**src/rtl/servo_pkg.sv**
```systemverilog
// Shared types and position helpers for the servo position sequencer.
// SERVO_VAIVEM_EN selects the ping-pong sweep; the sawtooth helper serves the default build.
package servo_pkg;

   typedef logic [1:0] estado_t;
   localparam estado_t REPOUSO = 2'd0;
   localparam estado_t INICIO  = 2'd1;
   localparam estado_t CONTA   = 2'd2;
   localparam estado_t PAUSADO = 2'd3;

   typedef logic [1:0] posicao_t;
   localparam posicao_t POS_REPOUSO = 2'b00;
   localparam posicao_t POS_MIN     = 2'b01;
   localparam posicao_t POS_MED     = 2'b10;
   localparam posicao_t POS_MAX     = 2'b11;

   // Sawtooth: 01 -> 10 -> 11 -> 01
   function automatic posicao_t proxima_serra(input posicao_t atual);
      posicao_t prox;
      if (atual == POS_MAX) begin
         prox = POS_MIN;
      end else begin
         prox = atual + 2'd1;
      end
      return prox;
   endfunction

   // Ping-pong: direction register decides whether to step up or down
   function automatic posicao_t proxima_vaivem(input posicao_t atual, input logic descendo);
      posicao_t prox;
      if (descendo) begin
         prox = atual - 2'd1;
      end else begin
         prox = atual + 2'd1;
      end
      return prox;
   endfunction

endpackage

```
**src/rtl/contador_espera.sv**
```systemverilog
// Dwell counter for the servo sequencer: counts 0..T_ESPERA-1 while enabled, clear wins.
// Raises terminal while sitting on the last count; never runs past it.
module contador_espera #(
   parameter int unsigned T_ESPERA = 50_000_000
) (
   input  logic clock,
   input  logic reset,
   input  logic limpar,
   input  logic habilitar,
   output logic terminal
);

   localparam int unsigned LARGURA = (T_ESPERA > 1) ? $clog2(T_ESPERA) : 1;
   localparam logic [LARGURA-1:0] ULTIMO = LARGURA'(T_ESPERA - 1);

   logic [LARGURA-1:0] conta_q, conta_d;

   assign terminal = (conta_q == ULTIMO);

   always_comb begin
      conta_d = conta_q;
      if (limpar) begin
         conta_d = '0;
      end else if (habilitar) begin
         if (terminal) begin
            conta_d = '0;
         end else begin
            conta_d = conta_q + LARGURA'(1);
         end
      end
   end

   always_ff @(posedge clock or posedge reset) begin
      if (reset) begin
         conta_q <= '0;
      end else begin
         conta_q <= conta_d;
      end
   end

endmodule

```
**src/rtl/movimentacao_servo.sv**
```systemverilog
// Servo position sequencer: sweeps posicao through 01/10/11 with a fixed dwell, parks at 00.
// Define SERVO_VAIVEM_EN for the ping-pong sweep; default build is the sawtooth sweep.
module movimentacao_servo #(
   parameter int unsigned T_ESPERA = 50_000_000
) (
   input  logic       clock,
   input  logic       reset,
   input  logic       ligar,
   input  logic       pausar,
   output logic [1:0] posicao,
   output logic       nova_posicao,
   output logic       fim_ciclo,
   output logic [1:0] db_estado
);

   import servo_pkg::*;

   estado_t  estado_q, estado_d;
   posicao_t posicao_q, posicao_d;
   posicao_t proxima;
   logic     nova_q, nova_d;
   logic     fim_q, fim_d;
   logic     limpar, habilitar, terminal;

`ifdef SERVO_VAIVEM_EN
   logic descendo_q, descendo_d;

   assign proxima = proxima_vaivem(posicao_q, descendo_q);

   // Direction flips on arrival at either end of the sweep
   always_comb begin
      descendo_d = descendo_q;
      if (limpar) begin
         descendo_d = 1'b0;
      end else if (habilitar && terminal) begin
         if (proxima == POS_MAX) begin
            descendo_d = 1'b1;
         end else if (proxima == POS_MIN) begin
            descendo_d = 1'b0;
         end
      end
   end

   always_ff @(posedge clock or posedge reset) begin
      if (reset) begin
         descendo_q <= 1'b0;
      end else begin
         descendo_q <= descendo_d;
      end
   end
`else
   assign proxima = proxima_serra(posicao_q);
`endif

   contador_espera #(
      .T_ESPERA (T_ESPERA)
   ) u_contador (
      .clock     (clock),
      .reset     (reset),
      .limpar    (limpar),
      .habilitar (habilitar),
      .terminal  (terminal)
   );

   always_comb begin
      estado_d  = estado_q;
      posicao_d = posicao_q;
      nova_d    = 1'b0;
      fim_d     = 1'b0;
      limpar    = 1'b0;
      habilitar = 1'b0;
      // Dropping ligar parks immediately from any active state, with no pulses
      if (estado_q != REPOUSO && !ligar) begin
         estado_d  = REPOUSO;
         posicao_d = POS_REPOUSO;
         limpar    = 1'b1;
      end else begin
         case (estado_q)
            REPOUSO: begin
               posicao_d = POS_REPOUSO;
               limpar    = 1'b1;
               if (ligar) begin
                  estado_d = INICIO;
               end
            end
            INICIO: begin
               posicao_d = POS_MIN;
               nova_d    = 1'b1;
               limpar    = 1'b1;
               estado_d  = CONTA;
            end
            CONTA: begin
               if (pausar) begin
                  estado_d = PAUSADO;
               end else begin
                  habilitar = 1'b1;
                  if (terminal) begin
                     posicao_d = proxima;
                     nova_d    = 1'b1;
                     fim_d     = (proxima == POS_MIN);
                  end
               end
            end
            PAUSADO: begin
               if (!pausar) begin
                  estado_d = CONTA;
               end
            end
            default: begin
               estado_d = REPOUSO;
            end
         endcase
      end
   end

   always_ff @(posedge clock or posedge reset) begin
      if (reset) begin
         estado_q  <= REPOUSO;
         posicao_q <= POS_REPOUSO;
         nova_q    <= 1'b0;
         fim_q     <= 1'b0;
      end else begin
         estado_q  <= estado_d;
         posicao_q <= posicao_d;
         nova_q    <= nova_d;
         fim_q     <= fim_d;
      end
   end

   assign posicao      = posicao_q;
   assign nova_posicao = nova_q;
   assign fim_ciclo    = fim_q;
   assign db_estado    = estado_q;

endmodule

```
**config.mk**
```make
export PLATFORM = sky130hd
export DESIGN_NAME = movimentacao_servo
export DESIGN_NICKNAME = d
export VERILOG_FILES = /design/src/rtl/servo_pkg.sv /design/src/rtl/contador_espera.sv /design/src/rtl/movimentacao_servo.sv
export SDC_FILE = /design/constraint.sdc
export NUM_CORES = 1
export LEC_CHECK = 0
export CAP_MARGIN = 20
export CELL_PAD_IN_SITES_DETAIL_PLACEMENT = 1
export CELL_PAD_IN_SITES_GLOBAL_PLACEMENT = 2
export CORE_AREA = 3 3 79 81
export CTS_BUF_LIST = sky130_fd_sc_hd__clkbuf_4 sky130_fd_sc_hd__clkbuf_8
export DETAILED_ROUTE_END_ITERATION = 10
export DIE_AREA = 0 0 82 84
export GPL_TIMING_DRIVEN = 0
export PLACE_DENSITY = 0.78
export SLEW_MARGIN = 25
export SYNTH_ARGS = -nofsm -noshare
export SYNTH_HDL_FRONTEND = slang
export SYNTH_HIERARCHICAL = 1
export SYNTH_SLANG_ARGS = --single-unit
```
**constraint.sdc**
```tcl
create_clock -name clock -period 3.2 [get_ports clock]
set_input_delay 0.48 -clock clock [delete_from_list [all_inputs] [get_ports clock]]
set_output_delay 0.48 -clock clock [all_outputs]
set_load 0.1 [all_outputs]
```
After elaboration in Yosys (flattened, before gate mapping). Cells that the tools add are included.

Register bits: 32. Input port bits: 4. Word-level logic and storage cells: 53.

$add $sub $neg: 2. Equal/unequal tests: 11. Mux-type cells: 26. Reductions and logical operators: 9.

Operator list (count): two-way mux 26 bit (3); adder 26 x 1 -> 26 bit, second input constant (1); == test 26 bit, second input constant (1); two-way mux 2 bit (8); inequality test 3 bit, second input constant (5); two-way mux 1 bit (12); case mux 2 bit (4 select lines) (1); == test 2 bit, second input constant (3); case mux 2 bit (3 select lines) (1); AND reduction 3 bit (2); == test 2 x 1 -> 1 bit, second input constant (2); nonzero test 2 bit (2); nonzero test 4 bit (1); adder 2 x 1 -> 2 bit, second input constant (1); zero test 2 bit (1); case mux 1 bit (2 select lines) (1); OR reduction 2 bit (1); logical AND 1 bit (1); zero test 1 bit (1).

Depth between registers and ports, before layout. Gate-level depths: netlist (run 1).

Depth in word-level cells: 7. Depth in mapped cells: 10. Depth with buffers taken out: 8.

By module. The synthesis (run 1) kept the hierarchy.

Modules (own cells, without submodules): contador_espera (times used 1, cells an instance 156, area each 1456.4 um^2, seq. area each 650.6 um^2); movimentacao_servo (times used 1, cells an instance 43, area each 407.9 um^2, seq. area each 150.1 um^2).

Worst setup path before layout (run 1). Ideal clock, no wire load.

Kind: flip-flop to flip-flop. From: register estado_q[1], in the netlist db_estado[1]. To: register u_contador.conta_q[25]. Setup time: 73 ps. Arrival time: 3124 ps. Required time: 3127 ps. Slack: 3 ps. Cell stages (with the launch flop): 9. Buffers on the path: 2. Cell sequence: dfrtp_1 > ha_1 > nor3b_1 > buf_4 > o211ai_4 > or4_1 > buf_2 > or4_4 > a21oi_2.

RTL lines: start: declaration (line movimentacao_servo.sv:18) `estado_t estado_q, estado_d;`; start signal: assignment (line movimentacao_servo.sv:123) `estado_q <= estado_d;`; == test 2 bit / nonzero test 2 bit (equally long branches) (line movimentacao_servo.sv:78, movimentacao_servo.sv:73); two-way mux 1 bit / logical AND 1 bit (equally long branches) (line movimentacao_servo.sv:78, movimentacao_servo.sv:73); two-way mux 1 bit * (line movimentacao_servo.sv:73) `if (estado_q != REPOUSO && !ligar) begin`; named net habilitar (line movimentacao_servo.sv:23) `logic limpar, habilitar, terminal;`; nonzero test 2 bit (no line) *; end signal: assignment (line contador_espera.sv:37) `conta_q <= conta_d;`; end: declaration (line contador_espera.sv:16) `logic [LARGURA-1:0] conta_q, conta_d;`.

Mark *: on every way through the listed nets, which the timed path passes. The rest lies on a longest branch. A chain may end at the register's enable or synchronous reset.

Final worst setup path (run 1).
From: register estado_q[0], in the netlist db_estado[0]. To: register u_contador.conta_q[25].

The elaborated chain is that of the path after synthesis.

==> Flow_metrics.wiki, run 1 <==
{| class="wikitable"
! Metric !! Value
|-
| Status || complete, no violations
|-
| Post-cts sizing count || 0
|-
| Time the final worst path needs with I/O delays and setup || ~3000 ps
|-
| H-tree lvl count || 2
|-
| Sum of routed wire length over all layers || around 4.4 mm
|-
| Count of unique library cells instantiated by Yosys || 44
|-
| Dpl ws || -17.27 ps
|-
| Normalized max-slew margin || 34.60%
|-
| Routability Congestion || about 0.74
|-
| Internal power || roughly 820 uW
|-
| Gate Count Post-Synth || approximately 200
|-
| Number of register bits inferred by synthesis || 32
|-
| Multiplexer share of the synthesized area || around 1.9%
|-
| Synthesized net count || between 200 and 250
|-
| Clock sinks || 32
|-
| Global route overflow || 0
|-
| Count of antenna-violating nets left after detailed routing || 0
|-
| Critical Path RT || roughly 3400 ps
|-
| Drt wl/cell || about 15 um
|-
| Warnings, synthesis || 6
|-
| Detailed-route via count || 1517
|-
| Number of diodes || 0
|-
| Area fraction in compound gates after synthesis || 14.43%
|-
| Overall power of the completed layout || about 1.3 mW
|-
| Number of remaining DRC errors || 0
|-
| DR iter-0 viols || 57
|-
| Chip height || between 80 and 90 um
|-
| Netlist Area Pre-Place || ~1900 um^2
|-
| Worst setup slack after layout || about 280 ps
|-
| Number of standard cells in the layout, taps in and fillers out || about 290
|-
| # nets final || approximately 230
|-
| First-pass GRT wire length || just under 8 mm
|-
| Register area share after synthesis || 42.95%
|-
| Width of the die || slightly above 80 um
|-
| Worst voltage drop across the vdd grid || 0.3989 mV
|-
| Initial Utilization || 33.65%
|-
| Clock latency reported for the late side of the worst-skew pair || around 280 ps
|-
| Fraction of the mapped netlist area in adder cells || under 10%
|-
| Share of cells above drive strength 1 || about an eighth
|-
| Post-CTS Setup Bufs || 0
|-
| Crit path capture type || flip-flop
|-
| Switching part of the total power || 38.91%
|-
| Largest family of logic cells by synthesized area || simple AND/OR/NAND/NOR gates
|-
| Clock tree from TritonCTS || built
|-
| Count of max-cap constraint violations || 0
|-
| Power density cells || 621.7 nW/um^2
|-
| Transition time at the pin with the least slew margin || just under 1000 ps
|-
| Cts hold-fix bufs || 0
|-
| Floorplan die area || between 6000 and 7000 um^2
|-
| Fin crit share || between 90 and 100%
|-
| Delay of the slowest cell on the worst path || around 540 ps
|-
| Worst path slowest cell || sky130_fd_sc_hd__or4_1
|-
| Simple-gate portion of the synthesized area || between 20 and 30%
|-
| Most used flip-flop cell after synthesis || sky130_fd_sc_hd__dfrtp_1
|-
| Post-synthesis share of cell area spent on xor and xnor gates || 5.638%
|-
| Number of detailed-routing iterations run before antenna repair || 4
|-
| Routed via count divided by cell count || approximately 5.3
|-
| Hold/Removal Path Class || input pin to asynchronous set/reset pin
|-
| Site row count || 27
|-
| Number of hold violations in the final report || 0
|-
| Gr usage total || roughly 15%
|-
| Boundary Pins || 10
|-
| Final setup violation count || 0
|-
| Post-DP HPWL || ~3.3 mm
|-
| Clock skew after layout || between 10 and 15 ps
|-
| Vias in the first global route || about 1500
|-
| Buffer depth of the longest clock path || 2
|-
| Part of the power in registers || about a third
|-
| Initial antenna violation count || 0
|-
| Unrepaired setup endpoints after global routing || no
|-
| Async set-reset flop share out of synthesis || 100.0%
|-
| Clock group share of total power || roughly 29%
|-
| Setup CP Type || flip-flop to flip-flop
|-
| Achievable Freq || roughly 340 MHz
|-
| Data arrival time at the worst-slack endpoint || around 3100 ps
|-
| Register clock-pin slew on the reported worst setup and hold paths || ~70 ps
|-
| Port Buf Inserts || 9
|-
| Mean area per synthesized cell || about 9.4 um^2
|-
| Area growth from synthesis to layout || 15.91%
|-
| Number of synthesized flops with an enable pin || 0
|-
| Utilization of the core after routing || between 30% and 40%
|-
| Number of buffers created by CTS || 5
|-
| Crit Path Max Fanout || 8
|-
| Largest net degree at the start of global routing || 27
|-
| Switching pwr || between 500 and 600 uW
|-
| Static leakage power || between 0.8 and 0.9 nW
|-
| Cells traversed along the worst timing path || inv_1 > ha_1 > nor2_2 > nor3b_2 > buf_4 > o211ai_4 > or4_1 > buf_2 > or4_4 > a21oi_2
|-
| Logic pwr share || between 30% and 40%
|-
| Root Driver || sky130_fd_sc_hd__clkbuf_8
|-
| Type of origin of the critical path || flip-flop
|-
| Pins Over Slew Limit || 0
|-
| Area of the core || 5540 um^2
|-
| Post-Place Cells || between 200 and 300
|}
flip-flops by register name, summed over array words and instances, names as in the netlist:
name	cells
fim_ciclo	1
db_estado	2
u_contador/conta_q	26
posicao	2
nova_posicao	1
worst max-delay path: cells and delay by family, from the launching register on:
| family | cells | cell delay (ps) |
|---|---|---|
| compound gates | 2 | 250 |
| buf+inv | 3 | 510 |
| flops | 1 | 470 |
| fa+ha+maj | 1 | 290 |
| simple gates | 4 | 1330 |
per-stage QoR:
stage / area [um^2] / hold slack [ps] / TNS, ps
finish: 2161 / 466.7 / 0
global route: 2161 / 495.0 / 0
CTS: 2156 / 479.8 / 0
detailed placement: 2044 / 535.3 / -17.27
global placement: 2044 / 538.8 / -16.46
floorplan: 1864 / 271.0 / 0
layout make-up:
cell class,count,area [um^2]
Timing Repair Buffer,9,90.09
Clock inverter,2,35.03
Multi-Input combinational cell,146,973.4
Clock buffer,6,76.32
Tap cell,72,90.09
Fill cell,651,3379
Inverter,13,48.80
Buffer,8,46.29
Sequential cell,32,800.8
cells in the final DEF (no fill, tap or decap), types with 2 or more instances in the layout:
cell type / Yosys / routed
sky130_fd_sc_hd__o31ai_1: 6 / 6
sky130_fd_sc_hd__and3_1: 3 / 3
sky130_fd_sc_hd__clkdlybuf4s50_1: 0 / 9
sky130_fd_sc_hd__or4_1: 7 / 7
sky130_fd_sc_hd__clkbuf_8: 0 / 5
sky130_fd_sc_hd__o211ai_1: 2 / 2
sky130_fd_sc_hd__inv_1: 13 / 12
sky130_fd_sc_hd__a21oi_1: 17 / 17
sky130_fd_sc_hd__nand3_1: 5 / 5
sky130_fd_sc_hd__xnor2_1: 5 / 5
sky130_fd_sc_hd__mux2i_1: 2 / 2
sky130_fd_sc_hd__a22o_1: 2 / 2
sky130_fd_sc_hd__nand4_1: 9 / 9
sky130_fd_sc_hd__nor2_1: 21 / 21
sky130_fd_sc_hd__ha_1: 7 / 7
sky130_fd_sc_hd__clkbuf_1: 3 / 3
sky130_fd_sc_hd__dfrtp_1: 32 / 32
sky130_fd_sc_hd__or3_2: 3 / 3
sky130_fd_sc_hd__nand2_1: 14 / 14
sky130_fd_sc_hd__o21ai_0: 6 / 6
sky130_fd_sc_hd__buf_4: 4 / 4
sky130_fd_sc_hd__or3_1: 4 / 4
sky130_fd_sc_hd__and4_1: 3 / 3
sky130_fd_sc_hd__o21ai_1: 2 / 2
sky130_fd_sc_hd__nor4_1: 2 / 2
sky130_fd_sc_hd__xor2_1: 7 / 7
logic make-up after synthesis:
logic type | count (synthesis)
adders and majority gates | 7
buffers and inverters | 21
DFF | 32
muxes | 3
AOI/OAI and AO/OA | 41
xor gates and xnor gates | 12
and+or+nand+nor | 83
cells in the mapped netlist (2+ instances only):
master                     instances  area (um^2)
sky130_fd_sc_hd__and4_1            3        26.28
sky130_fd_sc_hd__or4_1             7        52.55
sky130_fd_sc_hd__nand3_1           5        25.02
sky130_fd_sc_hd__nor4_1            2        12.51
sky130_fd_sc_hd__ha_1              7        87.58
sky130_fd_sc_hd__dfrtp_1          32        800.8
sky130_fd_sc_hd__o21ai_0           6        30.03
sky130_fd_sc_hd__o31ai_1           6        45.04
sky130_fd_sc_hd__clkbuf_1          3        11.26
sky130_fd_sc_hd__o21ai_1           2        10.01
sky130_fd_sc_hd__a22o_1            2        17.52
sky130_fd_sc_hd__and3_1            3        18.77
sky130_fd_sc_hd__buf_4             4        30.03
sky130_fd_sc_hd__o211ai_1          2        15.01
sky130_fd_sc_hd__xnor2_1           5        43.79
sky130_fd_sc_hd__nor2_1           21        78.83
sky130_fd_sc_hd__xor2_1            7        61.31
sky130_fd_sc_hd__a21oi_1          17        85.08
sky130_fd_sc_hd__inv_1            13        48.80
sky130_fd_sc_hd__mux2i_1           2        20.02
sky130_fd_sc_hd__nand2_1          14        52.55
sky130_fd_sc_hd__nand4_1           9        56.30
sky130_fd_sc_hd__or3_2             3        22.52
sky130_fd_sc_hd__or3_1             4        25.02
metal layers:
layer  routed length [um]  part of all wire [%]  vias up  global-route usage (%)
met5                    0                     0        -                       0
met4                   66                   1.5        0                   4.834
met3                  101                   2.3        9                   2.916
met2                 2075                    47       21                   22.26
met1                 2174                    49      733                   20.54
li1                     -                     -      754                       -
worst paths after layout:
path,start,slack (ps),cells after the start,endpoint
min reg2reg,posicao[0],550,1,posicao[0]
min in group clock,posicao[0],550,1,posicao[0]
max reg2reg,db_estado[0],280,10,u_contador/conta_q[25]
max in group asynchronous,reset,2200,2,u_contador/conta_q[11]
min,reset,470,2,db_estado[0]
max,db_estado[0],280,10,u_contador/conta_q[25]
power by group through the flow:
stage	logic [mW]	registers (mW)	clock network, mW
after detailed placement	0.494	0.466	0
after global placement	0.493	0.465	0
after CTS	0.497	0.459	0.408
final	0.492	0.459	0.393
after global routing	0.535	0.464	0.426
after floorplan	0.240	0.601	0
Power figures use the tool's default switching activity.
==> run 2, diff against run 1 <==
--- a/config.mk
+++ b/config.mk
@@ -8,14 +8,13 @@
 export CAP_MARGIN = 20
 export CELL_PAD_IN_SITES_DETAIL_PLACEMENT = 1
 export CELL_PAD_IN_SITES_GLOBAL_PLACEMENT = 2
-export CORE_AREA = 3 3 79 81
+export CORE_AREA = 3 3 82 84
 export CTS_BUF_LIST = sky130_fd_sc_hd__clkbuf_4 sky130_fd_sc_hd__clkbuf_8
 export DETAILED_ROUTE_END_ITERATION = 10
-export DIE_AREA = 0 0 82 84
+export DIE_AREA = 0 0 85 87
 export GPL_TIMING_DRIVEN = 0
-export PLACE_DENSITY = 0.78
+export PLACE_DENSITY = 0.79
 export SLEW_MARGIN = 25
 export SYNTH_ARGS = -nofsm -noshare
 export SYNTH_HDL_FRONTEND = slang
-export SYNTH_HIERARCHICAL = 1
 export SYNTH_SLANG_ARGS = --single-unit
==> run 2 against run 1 <==
Routed wire length rose by 28%. Fmax rose by 22%. Critical path depth fell by 9. Clock skew fell by 4.2 ps. Cell count rose by 9.4%.
==> Flow_metrics.wiki, run 2 <==
{| class="wikitable"
! Metric !! Value
|-
| Unrepaired setup endpoints after global routing || no
|-
| DR iter-0 viols || 80
|-
| Port Buf Inserts || 8
|-
| Hold/Removal Path Class || flip-flop to flip-flop
|-
| Worst hold margin || 524.0 ps
|-
| Worst path slowest cell || sky130_fd_sc_hd__clkdlybuf4s50_1
|-
| Register area share after synthesis || between 30% and 40%
|-
| Synth area leaders || sky130_fd_sc_hd__dfrtp_1, sky130_fd_sc_hd__nor2_1, sky130_fd_sc_hd__nand4_1
|-
| Largest delay contributor family on the critical path || buffers and inverters
|-
| GR Util met1 || around a quarter
|-
| Normalized max-slew margin || 35.57%
|-
| Delay of the slowest cell on the worst path || 1180 ps
|-
| Register with the most flip-flops || u_contador.conta_q
|-
| Number of buffers created by CTS || 5
|-
| Most used flip-flop cell after synthesis || sky130_fd_sc_hd__dfrtp_1
|-
| Post-DP HPWL || a little over 4 mm
|-
| Met2 Track Usage GR || around 27%
|-
| Transition time at the pin with the least slew margin || just under 1000 ps
|-
| Register clock-pin slew on the reported worst setup and hold paths || roughly 70 ps
|-
| Post-CTS Setup Bufs || 0
|-
| Internal reg-to-reg setup slack || between 700 and 800 ps
|-
| Sum of routed wire length over all layers || between 5 and 6 mm
|-
| Fin crit share || 75.06%
|-
| Clock latency reported for the late side of the worst-skew pair || 280 ps
|-
| First-pass GRT wire length || slightly below 10 mm
|-
| Number of synthesized flops with an enable pin || 0
|-
| Setup CP Type || flip-flop to primary output
|-
| Fraction of post-synthesis cell area in the top cell type by area || roughly 40%
|-
| Top cell type by total area after synthesis || sky130_fd_sc_hd__dfrtp_1
|-
| Warnings, synthesis || 0
|-
| Crit path capture type || primary output
|-
| Routability Congestion || approximately 0.78
|-
| Mean area per synthesized cell || approximately 9.2 um^2
|-
| Floorplan die area || about 7400 um^2
|-
| Area of the core || 5991 um^2
|-
| Data arrival time at the worst-slack endpoint || ~1900 ps
|-
| Power density cells || roughly 560 nW/um^2
|-
| Buffers and inverters on the worst path || 1
|-
| Number of remaining DRC errors || 0
|-
| Netlist Area Pre-Place || 2054 um^2
|-
| Largest net degree at the start of global routing || 33
|-
| Initial Utilization || 34.29%
|-
| Share of cells above drive strength 1 || a little over a tenth
|-
| Achievable Freq || 416.4 MHz
|-
| Pins Over Slew Limit || 0
|-
| Initial antenna violation count || 0
|-
| GR Layer Usage met3 || about 3.1%
|-
| Number of register bits inferred by synthesis || 32
|-
| Count of antenna-violating nets left after detailed routing || 0
|-
| Number of detailed-routing iterations run before antenna repair || 4
|-
| Post-cts sizing count || 0
|-
| Number of hold violations in the final report || 0
|-
| Global route overflow || 0
|-
| Hold Path Origin || posicao[1]
|-
| Hold depth || 1
|-
| Buffer depth of the longest clock path || 2
|-
| Gr usage total || between 10% and 20%
|-
| Count of unique library cells instantiated by Yosys || 51
|-
| Detailed-route via count || roughly 1800
|-
| Critical Path RT || 2720 ps
|-
| Status || complete, no violations
|-
| Most used cells in the layout excluding fill and tap cells || sky130_fd_sc_hd__dfrtp_1, sky130_fd_sc_hd__nor2_1, sky130_fd_sc_hd__nand4_1, sky130_fd_sc_hd__nand2_1, sky130_fd_sc_hd__nand3_1
|-
| Vias in the first global route || about 1800
|-
| Most common cell in the netlist || sky130_fd_sc_hd__dfrtp_1
|-
| Hold path endpoint || posicao[1]
|-
| Clock sinks || 32
|-
| Most common cell after layout, fill and taps aside || sky130_fd_sc_hd__dfrtp_1
|-
| Type of origin of the critical path || flip-flop
|-
| R2R Path Start || db_estado[0]
|-
| Clock skew after layout || just under 8 ps
|-
| Count of max-cap constraint violations || 0
|-
| Worst reg2reg endpoint || u_contador.conta_q[9]
|-
| Worst voltage drop across the vdd grid || between 0.3 and 0.4 mV
|-
| Synthesized net count || ~230
|-
| H-tree lvl count || 2
|-
| Area growth from synthesis to layout || 13.22%
|-
| Chip height || 87 um
|-
| Gate Count Post-Synth || ~220
|-
| Flip-flop count of the largest register after layout || 26
|-
| Width of the die || around 85 um
|-
| Drt wl/cell || about 18 um
|-
| Root Driver || sky130_fd_sc_hd__clkbuf_8
|-
| Placement Cell Area || roughly 2200 um^2
|-
| Most crowded layer after global routing || met2
|-
| Cells traversed along the worst timing path || clkdlybuf4s50_1
|-
| Most frequent cells after synthesis || sky130_fd_sc_hd__dfrtp_1, sky130_fd_sc_hd__nor2_1, sky130_fd_sc_hd__nand2_1, sky130_fd_sc_hd__nand4_1, sky130_fd_sc_hd__nand3_1
|-
| Clock tree from TritonCTS || built
|-
| Final setup violation count || 0
|-
| Setup total negative slack || 0 ps
|-
| Time the final worst path needs with I/O delays and setup || 2402 ps
|-
| Site row count || 28
|-
| Boundary Pins || 10
|-
| Cts hold-fix bufs || 0
|-
| Worst-case reg-to-reg path depth || 8
|-
| Number of diodes || 0
|-
| Async set-reset flop share out of synthesis || 100.0%
|-
| Utilization of the core after routing || around two fifths
|-
| Static leakage power || 0.8887 nW
|-
| Crit Path Max Fanout || 7
|-
| # nets final || 249
|-
| Summed area of non-filler cells in the final layout || 2326 um^2
|-
| Routed via count divided by cell count || roughly 5.7
|}
[run 2: cell types whose count changed after synthesis, moves of 6 or more]
cell and change:
sky130_fd_sc_hd__nand4_1 +6, sky130_fd_sc_hd__nor2_1 +6, sky130_fd_sc_hd__nand3_1 +8, sky130_fd_sc_hd__nor3_1 +7, sky130_fd_sc_hd__inv_1 -6, sky130_fd_sc_hd__o31ai_1 -6
[run 2: cell type report]
class / instances / area (um^2)
fillers: 705 / 3665
multi-input cells: 174 / 1171
flip-flops and latches: 32 / 800.8
plain buffers: 11 / 56.30
inverters: 7 / 26.28
repair buffers: 8 / 80.08
well taps: 75 / 93.84
clock buffers: 8 / 97.59
[run 2: where the power goes]
group	switching, mW	total (mW)	internal, mW
Clock	0.156	0.348	0.193
Sequential	0.0264	0.451	0.425
Combinational	0.386	0.515	0.129
Total	0.568	1.31	0.746
[run 2: stage by stage]
stage | total power [mW] | cells | setup slack (ps)
floorplan | 0.8310 | 224 | 486.9
detailed placement | 0.9825 | 307 | 692.9
finish | 1.314 | 315 | 798.2
global placement | 0.9779 | 307 | 721.9
CTS | 1.334 | 315 | 730.9
global route | 1.396 | 315 | 565.2
[run 2: cell families (layout without fill, tap and decap cells)]
| logic type | Yosys count | in the layout | share of synthesized area [%] |
|---|---|---|---|
| AND/OR/NAND/NOR | 115 | 115 | 33.98 |
| AO/OA/AOI/OAI | 38 | 38 | 12.73 |
| flip-flops | 32 | 32 | 38.98 |
| buffers and inverters | 18 | 34 | 4.020 |
| XOR/XNOR | 12 | 12 | 5.116 |
| adder cells (fa/ha/maj) | 6 | 6 | 3.654 |
| multiplexers | 3 | 3 | 1.523 |
[run 2: per-layer routing]
layer | vias up | wire length [um]
met5 | - | 0
met4 | 0 | 36
met3 | 4 | 154
met2 | 18 | 2634
met1 | 910 | 2834
li1 | 869 | -
[run 2: worst max path at each step]
stage | startpoint | to | cells after the start
floorplan | db_estado[0] | u_contador.conta_q[25] | 7
global placement | pausar | u_contador.conta_q[22] | 6
detailed placement | pausar | u_contador.conta_q[10] | 6
CTS | db_estado[0] | u_contador.conta_q[9] | 8
global route | db_estado[1] | u_contador.conta_q[9] | 8
finish | db_estado[0] | db_estado[0] | 1
==> run 3, diff against run 2 <==
--- a/config.mk
+++ b/config.mk
@@ -13,7 +13,7 @@
 export DETAILED_ROUTE_END_ITERATION = 10
 export DIE_AREA = 0 0 85 87
 export GPL_TIMING_DRIVEN = 0
-export PLACE_DENSITY = 0.79
+export PLACE_DENSITY = 0.82
 export SLEW_MARGIN = 25
 export SYNTH_ARGS = -nofsm -noshare
 export SYNTH_HDL_FRONTEND = slang
==> constraint.sdc (replaced) <==
create_clock -name clock -period 2.2 [get_ports clock]
set_input_delay 0.33 -clock clock [delete_from_list [all_inputs] [get_ports clock]]
set_output_delay 0.33 -clock clock [all_outputs]
set_load 0.1 [all_outputs]
==> run 3 against run 2 <==
Register-to-register slack worse by 730 ps. Power up 61%. Largest cell class unchanged. Critical endpoint is now posicao[1]. Routed wire length up 9.5%. Critical path type unchanged. Clock skew up 3.5 ps. Die area unchanged. Largest power group unchanged. Combinational power up 57%.
==> Flow_metrics.wiki, run 3 (same netlist as run 2, synthesis figures left out) <==
{| class="wikitable"
! Metric !! Value
|-
| Critical Path RT || approximately 1900 ps
|-
| Achievable Freq || 465.5 MHz
|-
| Number of remaining DRC errors || 0
|-
| Number of fill cells in the layout || 676
|-
| Count of antenna-violating nets left after detailed routing || 0
|-
| Cells traversed along the worst timing path || clkdlybuf4s50_1
|-
| Number of hold violations in the final report || 0
|-
| Register with the most flip-flops || u_contador.conta_q
|-
| Delay of the slowest cell on the worst path || approximately 1100 ps
|-
| Area growth from synthesis to layout || 24.18%
|-
| Initial antenna violation count || 0
|-
| Normalized max-slew margin || a little over a third
|-
| Post-DP HPWL || ~4.2 mm
|-
| Buffer depth of the longest clock path || 2
|-
| Power density cells || 828.4 nW/um^2
|-
| Most used cells in the layout excluding fill and tap cells || sky130_fd_sc_hd__nor2_1, sky130_fd_sc_hd__dfrtp_1, sky130_fd_sc_hd__buf_4, sky130_fd_sc_hd__nand4_1, sky130_fd_sc_hd__nand2_1
|-
| H-tree lvl count || 2
|-
| Post-Place Cells || approximately 300
|-
| Number of detailed-routing iterations run before antenna repair || 4
|-
| Port Buf Inserts || 8
|-
| Status || complete, no violations
|-
| Sum of routed wire length over all layers || ~6.2 mm
|-
| DR iter-0 viols || roughly 150
|-
| Count of max-cap constraint violations || 0
|-
| Share of cells above drive strength 1 || a little under a quarter
|-
| Crit path capture type || primary output
|-
| Number of standard cells in the layout, taps in and fillers out || roughly 330
|-
| Routability Congestion || ~0.84
|-
| First-pass GRT wire length || ~10 mm
|-
| Hold/Removal Path Class || input pin to flip-flop
|-
| Largest delay contributor family on the critical path || buffers and inverters
|-
| Number of buffers created by CTS || 5
|-
| Routed via count divided by cell count || slightly below 6
|-
| Clock tree from TritonCTS || built
|-
| Most common cell after layout, fill and taps aside || sky130_fd_sc_hd__nor2_1
|-
| Boundary Pins || 10
|-
| Gr usage total || 18.08%
|-
| Global route overflow || 0
|-
| Clock latency reported for the late side of the worst-skew pair || approximately 300 ps
|-
| Area of the core || 5991 um^2
|-
| Initial Utilization || about a third
|-
| Largest net degree at the start of global routing || 33
|-
| Clock skew after layout || 11.42 ps
|-
| Static leakage power || 0.9876 nW
|-
| Vias in the first global route || about 1900
|-
| Worst voltage drop across the vdd grid || around 0.52 mV
|-
| Final setup violation count || 0
|-
| Time the final worst path needs with I/O delays and setup || 2148 ps
|-
| Setup CP Type || flip-flop to primary output
|-
| Flip-flop count of the largest register after layout || 26
|-
| Data arrival time at the worst-slack endpoint || roughly 1800 ps
|-
| Width of the die || 85 um
|-
| Worst path slowest cell || sky130_fd_sc_hd__clkdlybuf4s50_1
|-
| Pins Over Slew Limit || 0
|-
| Crit Path Max Fanout || 3
|-
| Chip height || about 87 um
|-
| Clock sinks || 32
|-
| Buffers and inverters on the worst path || 1
|-
| Transition time at the pin with the least slew margin || 960.2 ps
|-
| Internal reg-to-reg setup slack || roughly 70 ps
|-
| Floorplan die area || around 7400 um^2
|-
| Site row count || 28
|-
| Detailed-route via count || ~1900
|-
| Root Driver || sky130_fd_sc_hd__clkbuf_8
|-
| Drt wl/cell || approximately 19 um
|-
| Fin crit share || 97.65%
|-
| Number of diodes || 0
|-
| Type of origin of the critical path || flip-flop
|-
| Register clock-pin slew on the reported worst setup and hold paths || ~70 ps
|-
| Overall power of the completed layout || roughly 2.1 mW
|-
| # nets final || around 260
|}
run 3: area by class of cell:
| cell class | instances | area (um^2) | share of cell area (%) |
|---|---|---|---|
| repair buffers | 23 | 202.7 | 7.945 |
| clock inverters | 1 | 30.03 | 1.177 |
| flip-flops and latches | 32 | 814.5 | 31.93 |
| clock buffers | 7 | 96.34 | 3.776 |
| well taps | 75 | 93.84 | 3.678 |
| multi-input cells | 174 | 1226 | 48.06 |
| plain buffers | 10 | 61.31 | 2.403 |
| inverters | 7 | 26.28 | 1.030 |
run 3: repair_timing:
item,in CTS,in global routing
cloned,0,0
resized for setup,10,16
setup endpoints to repair,24,21
pin swaps,0,5
hold buffers,0,0
setup buffers,0,15
run 3: stage by stage:
step	util, %	cell area (um^2)	setup WS, ps	hold slack (ps)	setup TNS [ps]
after floorplan	-	2064	13.64	446.2	0
after global placement	37.36	2238	-172.8	505.3	-885.3
after detailed placement	37.36	2238	-193.6	541.4	-1809
after CTS	39.95	2394	7.386	448.5	0
after global routing	42.59	2551	-31.12	524.2	-96.72
final	42.59	2551	51.61	457.4	0
run 3: final timing paths:
kind / start / depth (start not counted) / end
setup / recovery: posicao[1] / 1 / posicao[1]
hold / removal: ligar / 3 / db_estado[1]
hold reg to reg: posicao[0] / 1 / posicao[0]
setup reg to reg: db_estado[0] / 6 / u_contador.conta_q[19]
max in group asynchronous: reset / 2 / db_estado[0]
min in group asynchronous: reset / 2 / u_contador.conta_q[25]
run 3: report_power, final:
| group | internal, mW | leakage (nW) | switching (mW) | total (mW) |
|---|---|---|---|---|
| registers | 0.629 | 0.433 | 0.0326 | 0.662 |
| logic | 0.223 | 0.491 | 0.585 | 0.808 |
| clock network | 0.400 | 0.0645 | 0.244 | 0.644 |
run 3: routing by layer:
metal,wire [um],track usage (%),up-vias
li1,-,-,891
met5,0,0,-
met2,2926,28.88,34
met4,113,6.043,0
met3,256,3.500,11
met1,2904,24.53,974
